===== src/rtl/mpy_result_fifo_if.sv =====
// Handshake bundle between the multiplier result FIFO and its producer/consumer.
// Optional accumulator signals exist only when MPY_RESULT_ACC_EN is defined.
interface mpy_result_fifo_if #(
  parameter int PW    = 64,
  parameter int DEPTH = 4,
  parameter int DCW   = 8
);
  localparam int CW = $clog2(DEPTH) + 1;

  logic [PW-1:0]  Product;
  logic           Product_Valid;
  logic [PW-1:0]  out_data;
  logic           out_valid;
  logic           out_ready;
  logic [CW-1:0]  count;
  logic           full;
  logic           overflow;
  logic [DCW-1:0] drop_cnt;
  logic           clr_ovf;
`ifdef MPY_RESULT_ACC_EN
  logic           acc_clr;
  logic [PW+7:0]  acc_sum;

  modport slave (
    input  Product, Product_Valid, out_ready, clr_ovf, acc_clr,
    output out_data, out_valid, count, full, overflow, drop_cnt, acc_sum
  );
  modport master (
    output Product, Product_Valid, out_ready, clr_ovf, acc_clr,
    input  out_data, out_valid, count, full, overflow, drop_cnt, acc_sum
  );
`else
  modport slave (
    input  Product, Product_Valid, out_ready, clr_ovf,
    output out_data, out_valid, count, full, overflow, drop_cnt
  );
  modport master (
    output Product, Product_Valid, out_ready, clr_ovf,
    input  out_data, out_valid, count, full, overflow, drop_cnt
  );
`endif
endinterface


===== src/rtl/mpy_result_fifo.sv =====
// First-word-fall-through result buffer behind the shift-add multiplier; counts dropped products.
// Optional running sum of accepted products is enabled by defining MPY_RESULT_ACC_EN.
module mpy_result_fifo #(
  parameter int DEPTH = 4,
  parameter int PW    = 64,
  parameter int DCW   = 8
) (
  input logic              CLK,
  input logic              RST,
  mpy_result_fifo_if.slave bus
);
  localparam int AW = $clog2(DEPTH);
  localparam int CW = AW + 1;

  logic [PW-1:0]  mem_q [DEPTH];
  logic [AW-1:0]  wr_ptr_q, wr_ptr_d;
  logic [AW-1:0]  rd_ptr_q, rd_ptr_d;
  logic [CW-1:0]  count_q, count_d;
  logic           full_q, full_d;
  logic           valid_q, valid_d;
  logic           ovf_q, ovf_d;
  logic [DCW-1:0] drop_q, drop_d;
  logic [PW-1:0]  head_q, head_d;

  logic push, pop, drop;

  // The multiplier cannot stall, so a slot freed by a same-cycle pop is reusable.
  assign pop  = valid_q && bus.out_ready;
  assign push = bus.Product_Valid && (!full_q || pop);
  assign drop = bus.Product_Valid && full_q && !pop;

  always_comb begin
    wr_ptr_d = push ? wr_ptr_q + AW'(1) : wr_ptr_q;
    rd_ptr_d = pop  ? rd_ptr_q + AW'(1) : rd_ptr_q;
    count_d  = count_q;
    if (push && !pop) begin
      count_d = count_q + CW'(1);
    end else if (pop && !push) begin
      count_d = count_q - CW'(1);
    end
    full_d  = (count_d == CW'(DEPTH));
    valid_d = (count_d != '0);

    // A product landing in an otherwise empty buffer bypasses the storage read.
    head_d = head_q;
    if (count_d != '0) begin
      head_d = (push && count_d == CW'(1)) ? bus.Product : mem_q[rd_ptr_d];
    end

    ovf_d  = ovf_q;
    drop_d = drop_q;
    if (drop) begin
      ovf_d  = 1'b1;
      drop_d = bus.clr_ovf ? DCW'(1) : ((drop_q == '1) ? drop_q : drop_q + DCW'(1));
    end else if (bus.clr_ovf) begin
      ovf_d  = 1'b0;
      drop_d = '0;
    end
  end

  always_ff @(posedge CLK) begin
    if (push) begin
      mem_q[wr_ptr_q] <= bus.Product;
    end
  end

  always_ff @(posedge CLK) begin
    if (RST) begin
      wr_ptr_q <= '0;
      rd_ptr_q <= '0;
      count_q  <= '0;
      full_q   <= 1'b0;
      valid_q  <= 1'b0;
      ovf_q    <= 1'b0;
      drop_q   <= '0;
      head_q   <= '0;
    end else begin
      wr_ptr_q <= wr_ptr_d;
      rd_ptr_q <= rd_ptr_d;
      count_q  <= count_d;
      full_q   <= full_d;
      valid_q  <= valid_d;
      ovf_q    <= ovf_d;
      drop_q   <= drop_d;
      head_q   <= head_d;
    end
  end

  assign bus.out_data  = head_q;
  assign bus.out_valid = valid_q;
  assign bus.count     = count_q;
  assign bus.full      = full_q;
  assign bus.overflow  = ovf_q;
  assign bus.drop_cnt  = drop_q;

`ifdef MPY_RESULT_ACC_EN
  logic [PW+7:0] acc_q, acc_d;

  always_comb begin
    acc_d = acc_q;
    if (push) begin
      acc_d = bus.acc_clr ? {8'd0, bus.Product} : acc_q + {8'd0, bus.Product};
    end else if (bus.acc_clr) begin
      acc_d = '0;
    end
  end

  always_ff @(posedge CLK) begin
    if (RST) begin
      acc_q <= '0;
    end else begin
      acc_q <= acc_d;
    end
  end

  assign bus.acc_sum = acc_q;
`endif
endmodule

===== src/flat_wrapper.sv =====
// flat-port wrapper written by rule: the top's interface ports become plain ports
module mpy_result_fifo_flat 
#(
  parameter int DEPTH = 4,
  parameter int PW    = 64,
  parameter int DCW   = 8
)
  (CLK, RST, bus_Product, bus_Product_Valid, bus_out_ready, bus_clr_ovf, bus_out_data, bus_out_valid, bus_count, bus_full, bus_overflow, bus_drop_cnt);
  mpy_result_fifo_if #(.PW(PW), .DEPTH(DEPTH), .DCW(DCW)) bus_i ();
  input logic CLK;
  input logic RST;
  input wire logic [$bits(bus_i.Product)-1:0] bus_Product;
  input wire logic [$bits(bus_i.Product_Valid)-1:0] bus_Product_Valid;
  input wire logic [$bits(bus_i.out_ready)-1:0] bus_out_ready;
  input wire logic [$bits(bus_i.clr_ovf)-1:0] bus_clr_ovf;
  output wire logic [$bits(bus_i.out_data)-1:0] bus_out_data;
  output wire logic [$bits(bus_i.out_valid)-1:0] bus_out_valid;
  output wire logic [$bits(bus_i.count)-1:0] bus_count;
  output wire logic [$bits(bus_i.full)-1:0] bus_full;
  output wire logic [$bits(bus_i.overflow)-1:0] bus_overflow;
  output wire logic [$bits(bus_i.drop_cnt)-1:0] bus_drop_cnt;
  assign bus_i.Product = bus_Product;
  assign bus_i.Product_Valid = bus_Product_Valid;
  assign bus_i.out_ready = bus_out_ready;
  assign bus_i.clr_ovf = bus_clr_ovf;
  assign bus_out_data = bus_i.out_data;
  assign bus_out_valid = bus_i.out_valid;
  assign bus_count = bus_i.count;
  assign bus_full = bus_i.full;
  assign bus_overflow = bus_i.overflow;
  assign bus_drop_cnt = bus_i.drop_cnt;
  mpy_result_fifo #(.DEPTH(DEPTH), .PW(PW), .DCW(DCW)) u_core (.CLK(CLK), .RST(RST), .bus(bus_i));
endmodule

===== config.mk =====
export PLATFORM = sky130hd
export DESIGN_NAME = mpy_result_fifo_flat
export DESIGN_NICKNAME = d
export VERILOG_FILES = /design/src/rtl/mpy_result_fifo_if.sv /design/src/rtl/mpy_result_fifo.sv /design/src/flat_wrapper.sv
export SDC_FILE = /design/constraint.sdc
export NUM_CORES = 1
export LEC_CHECK = 0
export BUFFER_PORTS_ARGS = -buffer_cell sky130_fd_sc_hd__buf_2
export CORE_ASPECT_RATIO = 0.6
export CORE_UTILIZATION = 45
export DETAILED_ROUTE_END_ITERATION = 10
export PLACE_DENSITY_LB_ADDON = 0.08
export SLEW_MARGIN = 10
export SYNTH_ARGS = -nofsm -noshare
export SYNTH_HDL_FRONTEND = slang
export SYNTH_SLANG_ARGS = --single-unit
export TNS_END_PERCENT = 20

===== constraint.sdc =====
create_clock -name CLK -period 4.9 [get_ports CLK]
set_clock_uncertainty 0.1 [all_clocks]
set_input_delay 0.49 -clock CLK [delete_from_list [all_inputs] [get_ports CLK]]
set_output_delay 0.49 -clock CLK [all_outputs]
set_load 0.1 [all_outputs]

Yosys cells after proc, flatten, opt, wreduce, memory -nomap -nowiden
Memory sizes are Yosys's and may differ from the RTL's.
Cells that the tools add are included.

storage, ports and cells
  word-level logic and storage cells = 44
  memory bits (read-only) = 0
  RAM bits = 256
  output and inout bits = 78
  bits in registers = 82
  memories kept = 1
  input bits = 69
  latch bits = 0

cells by class
  bitwise logic cells = 0
  reductions and logical operators = 14
  divide/modulo/power cells = 0
  $add $sub $neg = 5
  eq/ne operators = 4
  muxes and demuxes = 12
  multiply operators = 0
  shift operators = 0
  order comparisons = 0

memories
  memory        words  bits a word  rd ports  clocked after memory_dff  wr ports  line                   text
  u_core.mem_q  4      64           1         0                         1         mpy_result_fifo.sv:15  logic [PW-1:0] mem_q [DEPTH];

operators with widths
  kind                                               number
  2-to-1 mux 64 bit                                  1
  2-to-1 mux 8 bit                                   4
  adder 8 x 1 -> 8 bit (second input constant)       1
  == test 8 bit (second input constant)              1
  logical AND 1 bit                                  7
  2-to-1 mux 3 bit                                   2
  adder 2 x 1 -> 2 bit (second input constant)       2
  2-to-1 mux 1 bit                                   4
  adder 3 x 1 -> 3 bit (second input constant)       1
  == test 3 x 1 -> 1 bit (second input constant)     1
  == test 3 bit (second input constant)              1
  zero test 1 bit                                    3
  nonzero test 3 bit                                 1
  subtractor 3 x 1 -> 3 bit (second input constant)  1
  2-to-1 mux 2 bit                                   1
  != test 2 bit (second input constant)              1
  AND reduction 2 bit                                1
  nonzero test 2 bit                                 1
  logical OR 1 bit                                   1

Longest topological paths before layout
Gate-level depths: netlist (run 1).

  depth in word-level cells = 10
  depth in mapped cells = 9
  mapped depth without buffers = 7

Worst setup path before layout (run 1)
OpenSTA, ideal clock, no wires.

  kind = flip-flop to flip-flop
  start point = register u_core.valid_q (netlist: u_core.bus.out_valid)
  end point = memory u_core.mem_q[1][0], enable pin
  setup time = 0.429 ns
  path slack = 0.822 ns
  data required time = 4.371 ns
  arrival = 3.549 ns
  clock period less this slack = 4.078 ns
  path buffers = 3
  cell stages (with the launch flop) = 7
  cells stage by stage = dfxtp_1 > buf_6 > nand2_1 > buf_2 > buf_2 > a21oi_1 > and2_1

on the way
  cells in the longest elaborated chain, start to end = 5

RTL lines
  element                                 line                   text
  from (decl)                             mpy_result_fifo.sv:20  logic valid_q, valid_d;
  from (signal assigned)                  mpy_result_fifo.sv:82  valid_q <= valid_d;
  logical AND 1 bit                       mpy_result_fifo.sv:28  assign pop = valid_q && bus.out_ready;
  logical OR 1 bit                        mpy_result_fifo.sv:29  assign push = bus.Product_Valid && (!full_q || pop);
  logical AND 1 bit                       mpy_result_fifo.sv:29
  2-to-1 mux 1 bit                        mpy_result_fifo.sv:62  if (push) begin
  2-to-1 mux 1 bit (implied by the code)  mpy_result_fifo.sv:63  mem_q[wr_ptr_q] <= bus.Product;
  to (decl)                               mpy_result_fifo.sv:15

Every way passes these cells.

Worst setup path in the final report (run 1)
  start point = register u_core.count_q[0] (netlist: u_core.bus.count[0])
  end point = register u_core.head_q[57] (netlist: u_core.bus.out_data[57])

on the way
  cells in the longest elaborated chain, start to end = 6
  elaborated cells between the ends (all ways) = 8
  those cells by class = add/sub (2); eq/ne (1); mux (3); reduce/logical (2)

RTL lines
  element                    line                   text
  from (decl)                mpy_result_fifo.sv:18  logic [CW-1:0] count_q, count_d;
  from (signal assigned)     mpy_result_fifo.sv:80  count_q <= count_d;
  subtractor 3 x 1 -> 3 bit  mpy_result_fifo.sv:39  count_d = count_q - CW'(1);
  2-to-1 mux 3 bit           mpy_result_fifo.sv:38  end else if (pop && !push) begin
  2-to-1 mux 3 bit *         mpy_result_fifo.sv:36  if (push && !pop) begin
  == test 3 x 1 -> 1 bit     mpy_result_fifo.sv:47  head_d = (push && count_d == CW'(1)) ? bus.Product : mem_q[rd_ptr_d];
  logical AND 1 bit          mpy_result_fifo.sv:47
  2-to-1 mux 64 bit          mpy_result_fifo.sv:47
  to (signal assigned)       mpy_result_fifo.sv:76  head_q <= '0;
  to (signal assigned)       mpy_result_fifo.sv:85  head_q <= head_d;
  to (decl)                  mpy_result_fifo.sv:23  logic [PW-1:0] head_q, head_d;

Every way passes the cells marked *; elsewhere a longest branch is shown, timed or not.
A chain may end at the register's enable or synchronous reset.

==> flow_summary.json, run 1 <==
{
  "antenna_violations_before_repair": 4,
  "synth_seq_area_share": 0.609,
  "total_power_w": 0.0106,
  "worstSkewPairLatency_ps": 530,
  "flow.area_growth_from_synthesis_pct": 13.2,
  "post-synth-top-area-cell": "edfxtp_1",
  "cellPowerDensity_nw_per_um2": 612,
  "regToRegEndpoint": "u_core.bus.out_data[57]",
  "timing_worst_setup_path_type": "flip-flop to flip-flop",
  "p_leak_nw": 5.85,
  "dr.first_iter.drc_count": 859,
  "timing.critical_path.cells": "inv_1 -> ha_1 -> nor2_1 -> a32oi_2 -> a21o_2 -> buf_4 -> o2111ai_1 -> a311oi_1",
  "ctsResizeCount": 0,
  "cts.path.max_buffers": 3,
  "cts.hold.buffers_added": 0,
  "htree_levels": 2,
  "viasPerCell": 5.84,
  "dp.cells": 1821,
  "first_global_vias": 10111,
  "routabilityCongestion": 0.740,
  "clock-root-buffer": "clkbuf_16",
  "number_of_instances_on_the_worst_hold_path": 1,
  "global_route.overflow_total": 0,
  "worst_hold_path_type": "primary input to flip-flop",
  "post-synth-top-area-fraction": 0.502,
  "synthesis.nets": 1412,
  "setup_repair_after_global_routing_missed_its_margin": "no",
  "dp.final_hpwl_um": 21200,
  "yosysWarningCount": 0,
  "timing.critical_path.fanout_max": 22,
  "floorplan.rows": 51,
  "drt_first_pass_iters": 7,
  "core_um2": 32900,
  "vdd_drop_max_v": 0.000419,
  "fin_crit_sh": 0.600,
  "finalNonFillerCells": 1888,
  "synth_cell_type_count": 51,
  "post_synth_inst_count": 1336,
  "post-cts-setup-buffer-count": 0,
  "routed_wire_length_um": 39200,
  "final_layout_size_suffix_gt1_frac": 0.162,
  "worstRegToRegCells": 8,
  "post_drt_wl_per_cell_um": 20.8,
  "hp-start": "bus_Product[50]",
  "port_buffers": 146,
  "grt_pass1_wl_um": 59300,
  "end_kind": "flip-flop",
  "cp.arrival_ps": 3270,
  "final_period_minus_worst_setup_slack_ps": 2940,
  "final_nets": 1484,
  "path_clk_slew_ps": 60,
  "ys.flop_type": "edfxtp_1",
  "timing.critical_path.slowest_stage_cell": "dfxtp_1",
  "numCtsBuffers": 35,
  "finalCoreUtilization": 0.526,
  "pin_count": 147,
  "number_of_storage_elements_in_the_synthesis_netlist": 338,
  "start_util": 0.465,
  "ys_top_cells_by_area": "edfxtp_1 (50%), dfxtp_1 (11%), nor2_1 (5.0%), nand2_1 (4.8%), mux2i_1 (4.3%)",
  "clock_tree_from_tritoncts": "done",
  "fillCellCount": 2921,
  "end_point_of_the_worst_hold_path": "u_core.mem_q[1][50]",
  "regToRegSetupSlack_ps": 1960,
  "result_of_the_run": "completed",
  "slew_headroom": 0.256,
  "grtUsageTotal": 0.223,
  "synth_edf_count": 256,
  "fin_setup_tns_ps": 0,
  "rr_startpoint": "u_core.bus.count[0]",
  "hold_slack_ps": 94.3,
  "clock_sink_count": 338,
  "crit_path_start_kind": "flip-flop",
  "die_area_um2": 34800,
  "chipHeight_um": 145,
  "hold_viol": 0,
  "vias": 11025,
  "setup_violations": 0,
  "cp_slowest_stage_delay_ps": 480,
  "postRouteAntennaNets": 0,
  "critical_path.top_delay_family": "compound AO/OA/AOI/OAI gates",
  "worst-path-buf-inv": 2,
  "slew_viol_final": 0,
  "async_sr_flop_fraction": 0,
  "drc": 0,
  "maximum_number_of_pins_on_one_net_before_global_route_repair": 132,
  "die-width_um": 240,
  "synthesis.area_per_instance_um2": 11.5,
  "timing_worst_slew_pin_value_ps": 1120,
  "max_clock_freq_ghz": 0.340,
  "required_arrival_time_at_the_worst_endpoint_ps": 5220,
  "mappedNetlistArea_um2": 15300,
  "maxCapViolCount": 0
}
where the power goes:
group          internal [W]  total (W)  switching (W)
clock network       0.00137    0.00248        0.00110
registers           0.00352    0.00380       0.000280
logic              0.000844    0.00432        0.00348
total               0.00574     0.0106        0.00486
cell usage in the layout, fill, tap and decap left out, drive strengths merged, types with 3 or more instances in the layout:
cell type  instances
dfxtp             82
a311oi            66
xnor2              5
ha                 7
o2111ai           64
a21oi             10
nand2            196
nor4               3
edfxtp           256
buf              167
inv                9
o31ai             64
diode              3
nor3               5
and2               6
mux2i             66
clkbuf            49
nand4b            63
a22oi             63
clkinv            12
nand3              4
nor2             205
cell families after synthesis:
kind of cell | after synthesis | share of synthesized area
AO/OA/AOI/OAI | 282 | 0.151
XOR/XNOR | 5 | 0.00286
adder cells (fa/ha/maj) | 7 | 0.00572
buffers and inverters | 138 | 0.0383
flip-flops | 338 | 0.609
multiplexers | 67 | 0.0439
AND/OR/NAND/NOR | 499 | 0.149
through the flow:
step                instance area, µm²  setup slack [ps]
floorplan                        15300               822
global placement                 16300              1770
detailed placement               16300              1650
CTS                              17300              1940
global route                     17300              1790
finish                           17300              1960
cells in the mapped netlist (2+ instances only):
library cell	n
clkbuf_1	90
ha_1	7
and2_1	6
buf_2	28
inv_1	6
nor4_1	3
a22oi_1	63
nand3b_1	2
a311oi_1	66
o21ai_0	2
o31ai_1	64
edfxtp_1	256
nor3_1	5
a21oi_4	2
and3_1	2
buf_1	6
xnor2_1	5
buf_4	7
o2111ai_1	64
nand4b_1	63
nor2_1	205
nand2_1	196
dfxtp_1	82
nor2b_1	2
a21oi_1	8
nand3_1	4
nand4_1	2
mux2i_1	66
o211ai_1	2
registers in the layout (all words and copies together) (netlist names):
signal / flops
u_core.wr_ptr_q: 2
u_core.bus.out_valid: 1
u_core.bus.count: 3
u_core.bus.drop_cnt: 8
u_core.rd_ptr_q: 2
u_core.bus.full: 1
u_core.mem_q: 256
u_core.bus.overflow: 1
u_core.bus.out_data: 64
layout make-up:
| type | count | area (µm²) | area share |
|---|---|---|---|
| flip-flops and latches | 338 | 9340 | 0.539 |
| multi-input cells | 860 | 5430 | 0.313 |
| clock buffers | 49 | 958 | 0.0553 |
| well taps | 450 | 563 | 0.0325 |
| diodes | 3 | 7.51 | 0.000433 |
| clock inverters | 15 | 78.8 | 0.00455 |
| repair buffers | 167 | 926 | 0.0534 |
| inverters | 6 | 22.5 | 0.00130 |
worst reg2reg max path, cell delays in order, from the launching register on:
cell and delay (ps):
dfxtp_1 480, inv_1 120, ha_1 390, nor2_1 80, a32oi_2 250, a21o_2 480, buf_4 420, o2111ai_1 240
a311oi_1 290
per-layer routing:
metal / GRT usage / wire [µm] / up-vias
met4: 0.0550 / 584 / 4
met3: 0.0408 / 2330 / 52
met5: 0 / 31 / -
li1: - / - / 5256
met1: 0.323 / 18900 / 5378
met2: 0.347 / 17400 / 335
worst max path at each step:
stage	startpoint	to	depth (start not counted)
3_3_place_gp	bus_out_ready	u_core.bus.out_data[62]	8
2_1_floorplan	u_core.bus.out_valid	u_core.mem_q[1][0]	6
3_5_place_dp	bus_out_ready	u_core.bus.out_data[21]	8
5_1_grt	u_core.bus.count[0]	u_core.bus.out_data[54]	8
6_report	u_core.bus.count[0]	u_core.bus.out_data[57]	8
4_1_cts	u_core.bus.count[0]	u_core.bus.out_data[57]	8
Power figures use the tool's default switching activity.
==> run 2, diff against run 1 <==
==> constraint.sdc (replaced) <==
create_clock -name CLK -period 2.95 [get_ports CLK]
set_clock_uncertainty 0.1 [all_clocks]
set_input_delay 0.295 -clock CLK [delete_from_list [all_inputs] [get_ports CLK]]
set_output_delay 0.295 -clock CLK [all_outputs]
set_load 0.1 [all_outputs]
==> run 2 against run 1 <==
Die area is the same. Hold slack better by 42 ps. Power up 68%. Sequential power rose by 66%. Combinational power increased by 73%.
==> flow_summary.json, run 2 (same netlist as run 1, synthesis figures left out) <==
{
  "routabilityCongestion": 0.718,
  "dp.final_hpwl_um": 22100,
  "pin_count": 147,
  "largest_register_ff_count": 256,
  "antenna_violations_before_repair": 0,
  "worst_hold_path_type": "primary input to flip-flop",
  "antenna_cells_inserted": 0,
  "postRouteAntennaNets": 0,
  "setup_violations": 0,
  "core_um2": 32900,
  "timing.critical_path.fanout_max": 50,
  "regMostFlops": "u_core.mem_q",
  "worstSkewPairLatency_ps": 590,
  "vdd_drop_max_v": 0.000806,
  "vias": 11286,
  "path_clk_slew_ps": 70,
  "grtUsageTotal": 0.229,
  "post_drt_wl_per_cell_um": 20.4,
  "p_leak_nw": 6.25,
  "clock-root-buffer": "clkbuf_16",
  "die-width_um": 240,
  "floorplan.rows": 51,
  "global_route.overflow_total": 0,
  "dr.first_iter.drc_count": 816,
  "commonest_non_fill_non_tap_cells_in_the_layout": "edfxtp_1 (256), nor2_1 (205), nand2_1 (194)",
  "setup_repair_after_global_routing_missed_its_margin": "no",
  "first_global_vias": 10754,
  "cp.arrival_ps": 3090,
  "start_util": 0.465,
  "final_period_minus_worst_setup_slack_ps": 2710,
  "result_of_the_run": "completed",
  "die_area_um2": 34800,
  "timing_worst_slew_pin_value_ps": 651,
  "final_layout_size_suffix_gt1_frac": 0.164,
  "end_kind": "flip-flop",
  "maxCapViolCount": 0,
  "post-cts-setup-buffer-count": 0,
  "grt_pass1_wl_um": 61200,
  "clock_sink_count": 338,
  "clock_tree_from_tritoncts": "done",
  "max_clock_freq_ghz": 0.368,
  "slew_headroom": 0.566,
  "drt_first_pass_iters": 5,
  "crit_path_start_kind": "flip-flop",
  "htree_levels": 1,
  "layout_commonest_cell": "edfxtp_1",
  "total_power_w": 0.0178,
  "viasPerCell": 5.76,
  "slew_viol_final": 0,
  "drc": 0,
  "cellPowerDensity_nw_per_um2": 976,
  "timing_worst_setup_path_type": "flip-flop to flip-flop",
  "final_nets": 1560,
  "maximum_number_of_pins_on_one_net_before_global_route_repair": 129,
  "numCtsBuffers": 31,
  "required_arrival_time_at_the_worst_endpoint_ps": 3330,
  "flow.area_growth_from_synthesis_pct": 19.1,
  "cts.path.max_buffers": 3,
  "hold_slack_ps": 137,
  "hold_viol": 0,
  "fin_crit_sh": 0.920,
  "chipHeight_um": 145,
  "port_buffers": 146,
  "routed_wire_length_um": 40100
}
==> run 2: report_power, final <==
group	total, W	internal, W	leakage (nW)	switching (W)
registers	0.00629	0.00584	3.03	0.000450
clock network	0.00404	0.00228	0.505	0.00175
logic	0.00747	0.00162	2.71	0.00585
total	0.0178	0.00974	6.25	0.00806
==> run 2: layout make-up <==
cell class	count	area [µm²]
repair buffers	247	1870
multi-input cells	860	5430
well taps	450	563
flip-flops and latches	338	9340
inverters	6	22.5
clock buffers	46	902
clock inverters	12	111
fillers	2794	14700
==> run 2: stage by stage <==
stage / worst slack [ps] / setup TNS [ps] / cell area, µm² / cells / util
2_1_floorplan: -5.14 / -257 / 15300 / 1336 / -
3_3_place_gp: 380 / 0 / 16600 / 1835 / 0.503
3_5_place_dp: 265 / 0 / 16600 / 1835 / 0.503
4_1_cts: 264 / 0 / 18200 / 1959 / 0.554
5_1_grt: 52.6 / 0 / 18200 / 1959 / 0.554
6_report: 236 / 0 / 18200 / 1959 / 0.554
==> run 2: worst max-delay path, cell delays in order (launching register included) <==
cell	delay, ps
dfxtp_1	510
inv_1	120
ha_1	370
and2_1	160
a32o_1	240
o32ai_4	380
buf_12	320
nor2_1	70
a311oi_1	290
==> run 2: path summary, 6_finish.rpt <==
| check | startpoint | endpoint | slack [ps] | depth (start not counted) |
|---|---|---|---|---|
| hold reg to reg | u_core.bus.overflow | u_core.bus.overflow | 370 | 2 |
| setup reg to reg | u_core.bus.count[0] | u_core.bus.out_data[35] | 240 | 8 |
| setup / recovery | u_core.bus.count[0] | u_core.bus.out_data[35] | 240 | 8 |
| hold / removal | RST | u_core.bus.count[0] | 140 | 3 |
==> run 2: per-layer routing <==
layer / track usage / vias up / part of all wire
met5: 0 / - / 0
met4: 0.0530 / 0 / 0.015
met3: 0.0343 / 44 / 0.060
met2: 0.360 / 332 / 0.45
met1: 0.333 / 5506 / 0.48
li1: - / 5404 / -
==> run 2: what timing repair did <==
item                                   in CTS  in global routing
hold buffers                               66                  0
endpoints found under the hold margin     323                  0
resized for setup                           0                  0
